## config.mk

```make
export PLATFORM = sky130hd
export DESIGN_NAME = alu_16bit_core
export DESIGN_NICKNAME = d
export VERILOG_FILES = /design/src/rtl/alu_pkg.sv /design/src/rtl/alu_16bit_comb.sv /design/src/rtl/alu_16bit_core.sv
export SDC_FILE = /design/constraint.sdc
export NUM_CORES = 1
export LEC_CHECK = 0
export CORE_MARGIN = 10
export CORE_UTILIZATION = 45
export CTS_CLUSTER_DIAMETER = 80
export DETAILED_ROUTE_END_ITERATION = 12
export GPL_TIMING_DRIVEN = 0
export HOLD_SLACK_MARGIN = 0.08
export PLACE_DENSITY_LB_ADDON = 0.05
export SLEW_MARGIN = 20
export SYNTH_ARGS = -nofsm -noshare
export SYNTH_HDL_FRONTEND = slang
export SYNTH_HIERARCHICAL = 1
export SYNTH_SLANG_ARGS = --single-unit
export TNS_END_PERCENT = 100
```

## constraint.sdc

```tcl
create_clock -name CLK -period 173.8 [get_ports CLK]
set_input_delay 34.76 -clock CLK [delete_from_list [all_inputs] [get_ports CLK]]
set_output_delay 34.76 -clock CLK [all_outputs]
set_load 0.01 [all_outputs]
```

## src/rtl/alu_pkg.sv

```systemverilog
// Shared opcode and compare-result definitions
// for the 16-bit registered ALU.
package alu_pkg;

  localparam logic [3:0] OP_ADD    = 4'b0000;
  localparam logic [3:0] OP_SUB    = 4'b0001;
  localparam logic [3:0] OP_MUL    = 4'b0010;
  localparam logic [3:0] OP_DIV    = 4'b0011;
  localparam logic [3:0] OP_AND    = 4'b0100;
  localparam logic [3:0] OP_OR     = 4'b0101;
  localparam logic [3:0] OP_NAND   = 4'b0110;
  localparam logic [3:0] OP_NOR    = 4'b0111;
  localparam logic [3:0] OP_XOR    = 4'b1000;
  localparam logic [3:0] OP_XNOR   = 4'b1001;
  localparam logic [3:0] OP_CMP_EQ = 4'b1010;
  localparam logic [3:0] OP_CMP_GT = 4'b1011;
  localparam logic [3:0] OP_CMP_LT = 4'b1100;
  localparam logic [3:0] OP_SHR    = 4'b1101;
  localparam logic [3:0] OP_SHL    = 4'b1110;
  localparam logic [3:0] OP_NOP    = 4'b1111;

  localparam logic [1:0] CMP_EQ_VAL = 2'd1;
  localparam logic [1:0] CMP_GT_VAL = 2'd2;
  localparam logic [1:0] CMP_LT_VAL = 2'd3;

endpackage

```

## src/rtl/alu_16bit_comb.sv

```systemverilog
// Combinational ALU datapath: result select
// and opcode-class flag decode, no state.
module alu_16bit_comb
  import alu_pkg::*;
#(
  parameter int WIDTH = 16
) (
  input  logic [WIDTH-1:0]   a,
  input  logic [WIDTH-1:0]   b,
  input  logic [3:0]         alu_fun,
  output logic [2*WIDTH-1:0] result,
  output logic               arith_flag,
  output logic               logic_flag,
  output logic               cmp_flag,
  output logic               shift_flag
);

  localparam int W2 = 2 * WIDTH;

  logic [W2-1:0]    ax;
  logic [W2-1:0]    bx;
  logic [WIDTH-1:0] zh;
  logic [W2-3:0]    zc;

  assign ax = {{WIDTH{1'b0}}, a};
  assign bx = {{WIDTH{1'b0}}, b};
  assign zh = '0;
  assign zc = '0;

  // Result mux over zero-extended operands
  always_comb begin
    result = '0;
    case (alu_fun)
      OP_ADD:    result = ax + bx;
      OP_SUB:    result = ax - bx;
      OP_MUL:    result = ax * bx;
      OP_DIV:    result = (b == '0) ? '0
                                    : ax / bx;
      OP_AND:    result = {zh, a & b};
      OP_OR:     result = {zh, a | b};
      OP_NAND:   result = {zh, ~(a & b)};
      OP_NOR:    result = {zh, ~(a | b)};
      OP_XOR:    result = {zh, a ^ b};
      OP_XNOR:   result = {zh, ~(a ^ b)};
      OP_CMP_EQ: result = (a == b)
                          ? {zc, CMP_EQ_VAL} : '0;
      OP_CMP_GT: result = (a > b)
                          ? {zc, CMP_GT_VAL} : '0;
      OP_CMP_LT: result = (a < b)
                          ? {zc, CMP_LT_VAL} : '0;
      OP_SHR:    result = ax >> 1;
      OP_SHL:    result = ax << 1;
      default:   result = '0;
    endcase
  end

  // Class flags depend on opcode only
  always_comb begin
    arith_flag = 1'b0;
    logic_flag = 1'b0;
    cmp_flag   = 1'b0;
    shift_flag = 1'b0;
    unique case (1'b1)
      (alu_fun <= OP_DIV):
        arith_flag = 1'b1;
      (alu_fun >= OP_AND &&
       alu_fun <= OP_XNOR):
        logic_flag = 1'b1;
      (alu_fun >= OP_CMP_EQ &&
       alu_fun <= OP_CMP_LT):
        cmp_flag = 1'b1;
      (alu_fun == OP_SHR ||
       alu_fun == OP_SHL):
        shift_flag = 1'b1;
      default: ;
    endcase
  end

endmodule

```

## src/rtl/alu_16bit_core.sv

```systemverilog
// Registered 16-bit ALU: combinational core
// followed by a resettable output register.
module alu_16bit_core
  import alu_pkg::*;
#(
  parameter int WIDTH = 16
) (
  input  logic               CLK,
  input  logic               RST,
  input  logic [WIDTH-1:0]   A,
  input  logic [WIDTH-1:0]   B,
  input  logic [3:0]         ALU_FUN,
  output logic [2*WIDTH-1:0] ALU_OUT,
  output logic               arith_flag,
  output logic               logic_flag,
  output logic               cmp_flag,
  output logic               shift_flag
);

  logic [2*WIDTH-1:0] res_c;
  logic               ar_c;
  logic               lg_c;
  logic               cp_c;
  logic               sh_c;

  alu_16bit_comb #(
    .WIDTH(WIDTH)
  ) u_comb (
    .a          (A),
    .b          (B),
    .alu_fun    (ALU_FUN),
    .result     (res_c),
    .arith_flag (ar_c),
    .logic_flag (lg_c),
    .cmp_flag   (cp_c),
    .shift_flag (sh_c)
  );

  // Output register, reset clears all
  always_ff @(posedge CLK) begin
    if (RST) begin
      ALU_OUT    <= '0;
      arith_flag <= 1'b0;
      logic_flag <= 1'b0;
      cmp_flag   <= 1'b0;
      shift_flag <= 1'b0;
    end else begin
      ALU_OUT    <= res_c;
      arith_flag <= ar_c;
      logic_flag <= lg_c;
      cmp_flag   <= cp_c;
      shift_flag <= sh_c;
    end
  end

endmodule

```

# Word-level counts from Yosys, hierarchy flattened
# Index checks and enable logic that the tools add are counted.
# classes
n_addsub,2
multipliers,1
div,1
magnitude_cmp,7
n_eq_ne,15
n_mux,9
bitwise_logic,6
reduce_logical,5
# ops
op,n
32-bit case mux with 15 select lines,1
16-bit inverter,3
16-bit by 16-bit divider with 32-bit output,1
16-bit by 16-bit multiplier with 32-bit output,1
32-bit two-way mux,1
4-bit equality test (second input constant),7
16-bit by 16-bit adder with 17-bit output,1
16-bit by 16-bit subtractor with 17-bit output,1
16-bit bitwise AND,1
16-bit equality test,1
4-bit by 3-bit equality test with 1-bit output (second input constant),4
16-bit greater-than comparator,1
16-bit zero test,1
16-bit < comparator,1
16-bit OR,1
16-bit bitwise XOR,1
4-bit by 2-bit equality test with 1-bit output (second input constant),2
4-bit less-or-equal comparator (second input constant),2
1-bit two-way mux,5
4-bit by 1-bit equality test with 1-bit output (second input constant),1
4-bit by 3-bit >= comparator with 1-bit output (second input constant),1
4-bit >= comparator (second input constant),1
4-bit by 2-bit less-or-equal comparator with 1-bit output (second input constant),1
4-bit zero test,1
3 further kinds,5
# word_totals
reg_bits,36
in_bits,38
output_inout_bits,36

# Logic depth before layout (Yosys ltp)
# Gate-level depths: netlist (run 1).
# logic_depth
ltp_word,3
ltp_mapped,480

# Modules after synthesis
# The synthesis (run 1) kept the hierarchy.
# modules_own_cells
module,n_inst,cells_each,area_each_um2
alu_16bit_comb,1,4618,33747.4
alu_16bit_core,1,75,994.7

# Worst setup path after synthesis (run 1)
# Ideal clock, no wire load.
# synth_path
path_kind,input to register
startpoint,input port B[1]
endpoint,register ALU_OUT[0]
setup_time_ns,0.114
t_arrival_ns,125.208
t_required_ns,173.686
setup_slack_ns,48.479
path_stages,436
path_cell_list,clkbuf_1 > clkinv_1 > ha_1 > o21ai_0 > nor2b_1 > o21ba_2 > nand2_1 > o21ai_0 > ha_1 > a21oi_1 > nand2_1 > or4_1 > nand2_1 > ha_1 > o21a_1 > o22ai_1 > or4_1 > o31ai_1 > [400 not listed] > a21oi_1 > nor2b_1 > o21ai_0 > nand2b_1 > a21oi_1 > nor2b_1 > o21ai_0 > nand2b_1 > a21oi_1 > nor2b_1 > o21ai_0 > nand2b_1 > a211oi_1 > o21ai_0 > or3_1 > a211oi_1 > a31oi_1 > nor2b_1
# synth_via
elab_chain_cells,3
# synth_lines
item,line_no,source
start: declaration,alu_16bit_core.sv:11,"input logic [WIDTH-1:0] B,"
16-bit by 16-bit divider with 32-bit output (tied with other cells),alu_16bit_comb.sv:38,: ax / bx;
32-bit two-way mux (tied with other cells),alu_16bit_comb.sv:37,OP_DIV: result = (b == '0) ? '0
32-bit case mux with 15 select lines *,alu_16bit_comb.sv:33,case (alu_fun)
via res_c[0],alu_16bit_core.sv:20,logic [2*WIDTH-1:0] res_c;
end signal: assignment,alu_16bit_core.sv:48,ALU_OUT <= res_c;
end: declaration,alu_16bit_core.sv:13,"output logic [2*WIDTH-1:0] ALU_OUT,"
# The timed path passes the listed nets; every way through them passes the cells marked *.
# A chain may end at the register's enable or synchronous reset.

# Worst setup path in the final report (run 1)
# layout_path
startpoint,input port B[12]
endpoint,register ALU_OUT[0]
# The elaborated chain is that of the path after synthesis.

==> results.py, run 1 <==
metrics = {
    "min_path": {
        "hold_class": "input pin to flop",
    },
    "sta": {
        "fmax_ghz": 0.006840,
        "setup_viol": 0,
        "drv_slew": 0,
        "slew_headroom_pct": 21.60,
        "fin_tns_setup_ns": 0,
        "rsz0062_at_grt": "false",
        "finalHoldViolations": 0,
        "setup_ws_ns": 27.60,
        "period_minus_slack_ns": 146.20,
        "finalCritPeriodShare_pct": 84.12,
        "tightest_slew_ns": 1.165,
    },
    "run_status": {
        "outcome": "completed",
    },
    "yosys": {
        "ys_top_cells_by_count": "546 x ha_1, 468 x nand2_1, 450 x nor2_1",
        "synth_edf_count": 0,
        "synth-warning-count": 6,
        "yosysMostFrequentCell": "ha_1",
        "syn-cell-area_sq_um": 34740,
        "synth.avg_cell_area_sq_um": 7.403,
        "synth_compound_area_share_pct": 27.72,
        "yosys.area_share.simple_pct": 23.72,
        "yosys_register_bits": 36,
        "synth_top_family_by_area": "adder cells",
        "synthMuxAreaShare_pct": 4.041,
        "synthAdderAreaFrac_pct": 30.99,
        "ys_seq_area_share_pct": 2.074,
        "synth.largest_area_cell": "ha_1",
        "ys_types": 134,
        "async_reset_ff_share_pct": 0,
        "synth_top_area_share_pct": 19.66,
        "synthTopCellsByArea": "ha_1 20%, fa_1 11%, nand2_1 5.1%",
        "synth_ff_type": "dfxtp_1",
        "synth-xor-area-share_pct": 5.597,
        "syn_inst": 4693,
    },
    "drt": {
        "final_antenna_net_count": 0,
        "wirelength_mm": 120.6,
        "wl_per_cell_microns": 20.67,
        "dr.pass1.iters": 6,
        "via_per_inst": 6.071,
        "drtIter0Drc": 2848,
        "drc": 0,
        "vias": 35430,
    },
    "grt": {
        "grt_pass1_vias": 33360,
        "antenna_found_initial": 7,
        "grt_max_degree": 34,
        "grtUsageMet3_pct": 3.227,
        "grt_pass1_wl_mm": 189.5,
        "grtUsageMet1_pct": 36.67,
        "grt_usage_pct": 26.05,
        "grt-busiest-layer": "met2",
        "grt_use_met2_pct": 41.39,
        "grt_overflow_total": 0,
    },
    "clock_network": {
        "cts.hold.buffers_added": 0,
        "clkTransAtPathRegs_ns": 0.08,
        "cts_sinks": 36,
        "cts_tree": "built",
        "cts_resized": 0,
        "clockBufferDepth": 2,
        "cts_setup_buffers": 0,
        "numCtsBuffers": 5,
        "htreeDepth": 2,
        "ctsRootBufferMaster": "clkbuf_16",
    },
    "floorplan": {
        "die_w_microns": 297.9,
        "start_util_pct": 45.59,
        "dieArea_sq_um": 88720,
        "std_cell_rows": 101,
        "core_sq_um": 76200,
        "ios": 74,
        "fp.dieH_microns": 297.9,
    },
    "layout": {
        "multi_input_area_sq_um": 32070,
        "drive_above_1_share_pct": 6.493,
        "syn2layout_area_growth_pct": 7.315,
        "seq_area_sq_um": 720.7,
        "final_nets": 5584,
        "n_fill_cell": 7902,
    },
    "setup_path": {
        "crit_top_cell": "o21a_1",
        "max_stage_delay_ns": 0.88,
        "setup.worst_path.class": "input pin to flop",
        "endpoint_kind": "flop",
        "arrival_ns": 146.41,
        "cp-start-kind": "input pin",
        "crit_slowest_cell": "clkdlybuf4s50_1",
        "crit_path_max_fanout": 10,
        "cp.required_ns": 174.01,
    },
    "place": {
        "io_buffers": 71,
        "place_ws_ns": 28.59,
        "hpwl_mm": 99.77,
        "gp_congestion": 1.002,
    },
    "job": {
        "maxCapViolations": 0,
    },
}
==> stage by stage <==
stage	cell area (sq um)	hold WS, ns	std cells	util, %
2_1_floorplan	34810	34.95	4710	-
3_5_place_dp	37130	35.46	5827	48.73
4_1_cts	37270	35.14	5835	48.92
5_1_grt	37280	35.20	5836	48.93
3_3_place_gp	36810	35.46	5811	48.30
6_report	37280	35.16	5836	48.93
==> routing by layer <==
metal | vias up | wire length [microns]
met4 | 8 | 3315
met1 | 16840 | 56930
met3 | 198 | 7871
met2 | 1044 | 52480
li1 | 17350 | -
met5 | - | 50
==> layout make-up <==
class                   count  share of cell area [%]
repair buffers             87                   2.722
flip-flops and latches     36                   1.933
diodes                      1                0.006712
clock inverters             3                 0.05034
well taps                1030                   3.457
clock buffers               5                  0.3356
plain buffers             184                   2.121
multi-input cells        4157                   86.01
inverters                 333                   3.363
==> cells in the final DEF, fill, tap and decap left out, drive strengths merged, types with 37 or more instances in the layout <==
cell / instances
inv: 328
clkdlybuf4s50: 71
xor2: 83
a21oi: 304
and2: 37
o21ai: 195
nand2: 469
clkbuf: 137
mux2: 94
nor2b: 66
o31ai: 96
xnor2: 139
nand2b: 39
fa: 196
nor2: 452
o21bai: 41
nor3: 261
and3: 37
a21o: 99
o21a: 201
nand3: 89
or3: 39
or2: 48
nand4: 42
buf: 68
a211oi: 47
ha: 546
==> state kept, by name, indices dropped and copies added (netlist names) <==
register	flops
ALU_OUT	32
arith_flag	1
cmp_flag	1
logic_flag	1
shift_flag	1
==> critical path, delay by kind of cell <==
family          cells  cell delay [ns]
buf+inv            55            18.78
compound gates    253            57.24
mux                13             4.65
fa+ha+maj          31             9.95
simple gates       91            20.77
==> worst paths after layout <==
path  slack, ns  startpoint         end  cells after the start
max       27.60       B[12]  ALU_OUT[0]                    443
min       35.16  ALU_FUN[2]  shift_flag                      4
==> kinds of logic after synthesis <==
group,count (synthesis)
AND/OR/NAND/NOR,1689
AO/OA/AOI/OAI,1358
adder cells (fa/ha/maj),743
buffers and inverters,517
XOR/XNOR,222
multiplexers,127
flip-flops,36
other,1
Power of run 1 is not shown: default switching activity piles up to over one toggle a cycle in this logic, so the estimate is an artifact.
==> run 2: changes to the inputs <==
- clock period: 173.8 -> 150.7 ns (I/O delays scaled with it)
==> results of run 2 <==
The final DEF is identical to that of run 1. Status: completed.
Among the figures that moved: setup slack after placement 28.59 ns -> 10.11 ns; setup slack after layout 27.60 ns -> 9.124 ns; hold slack 35.16 ns -> 30.54 ns
Power of run 2 is left out for the same reason.
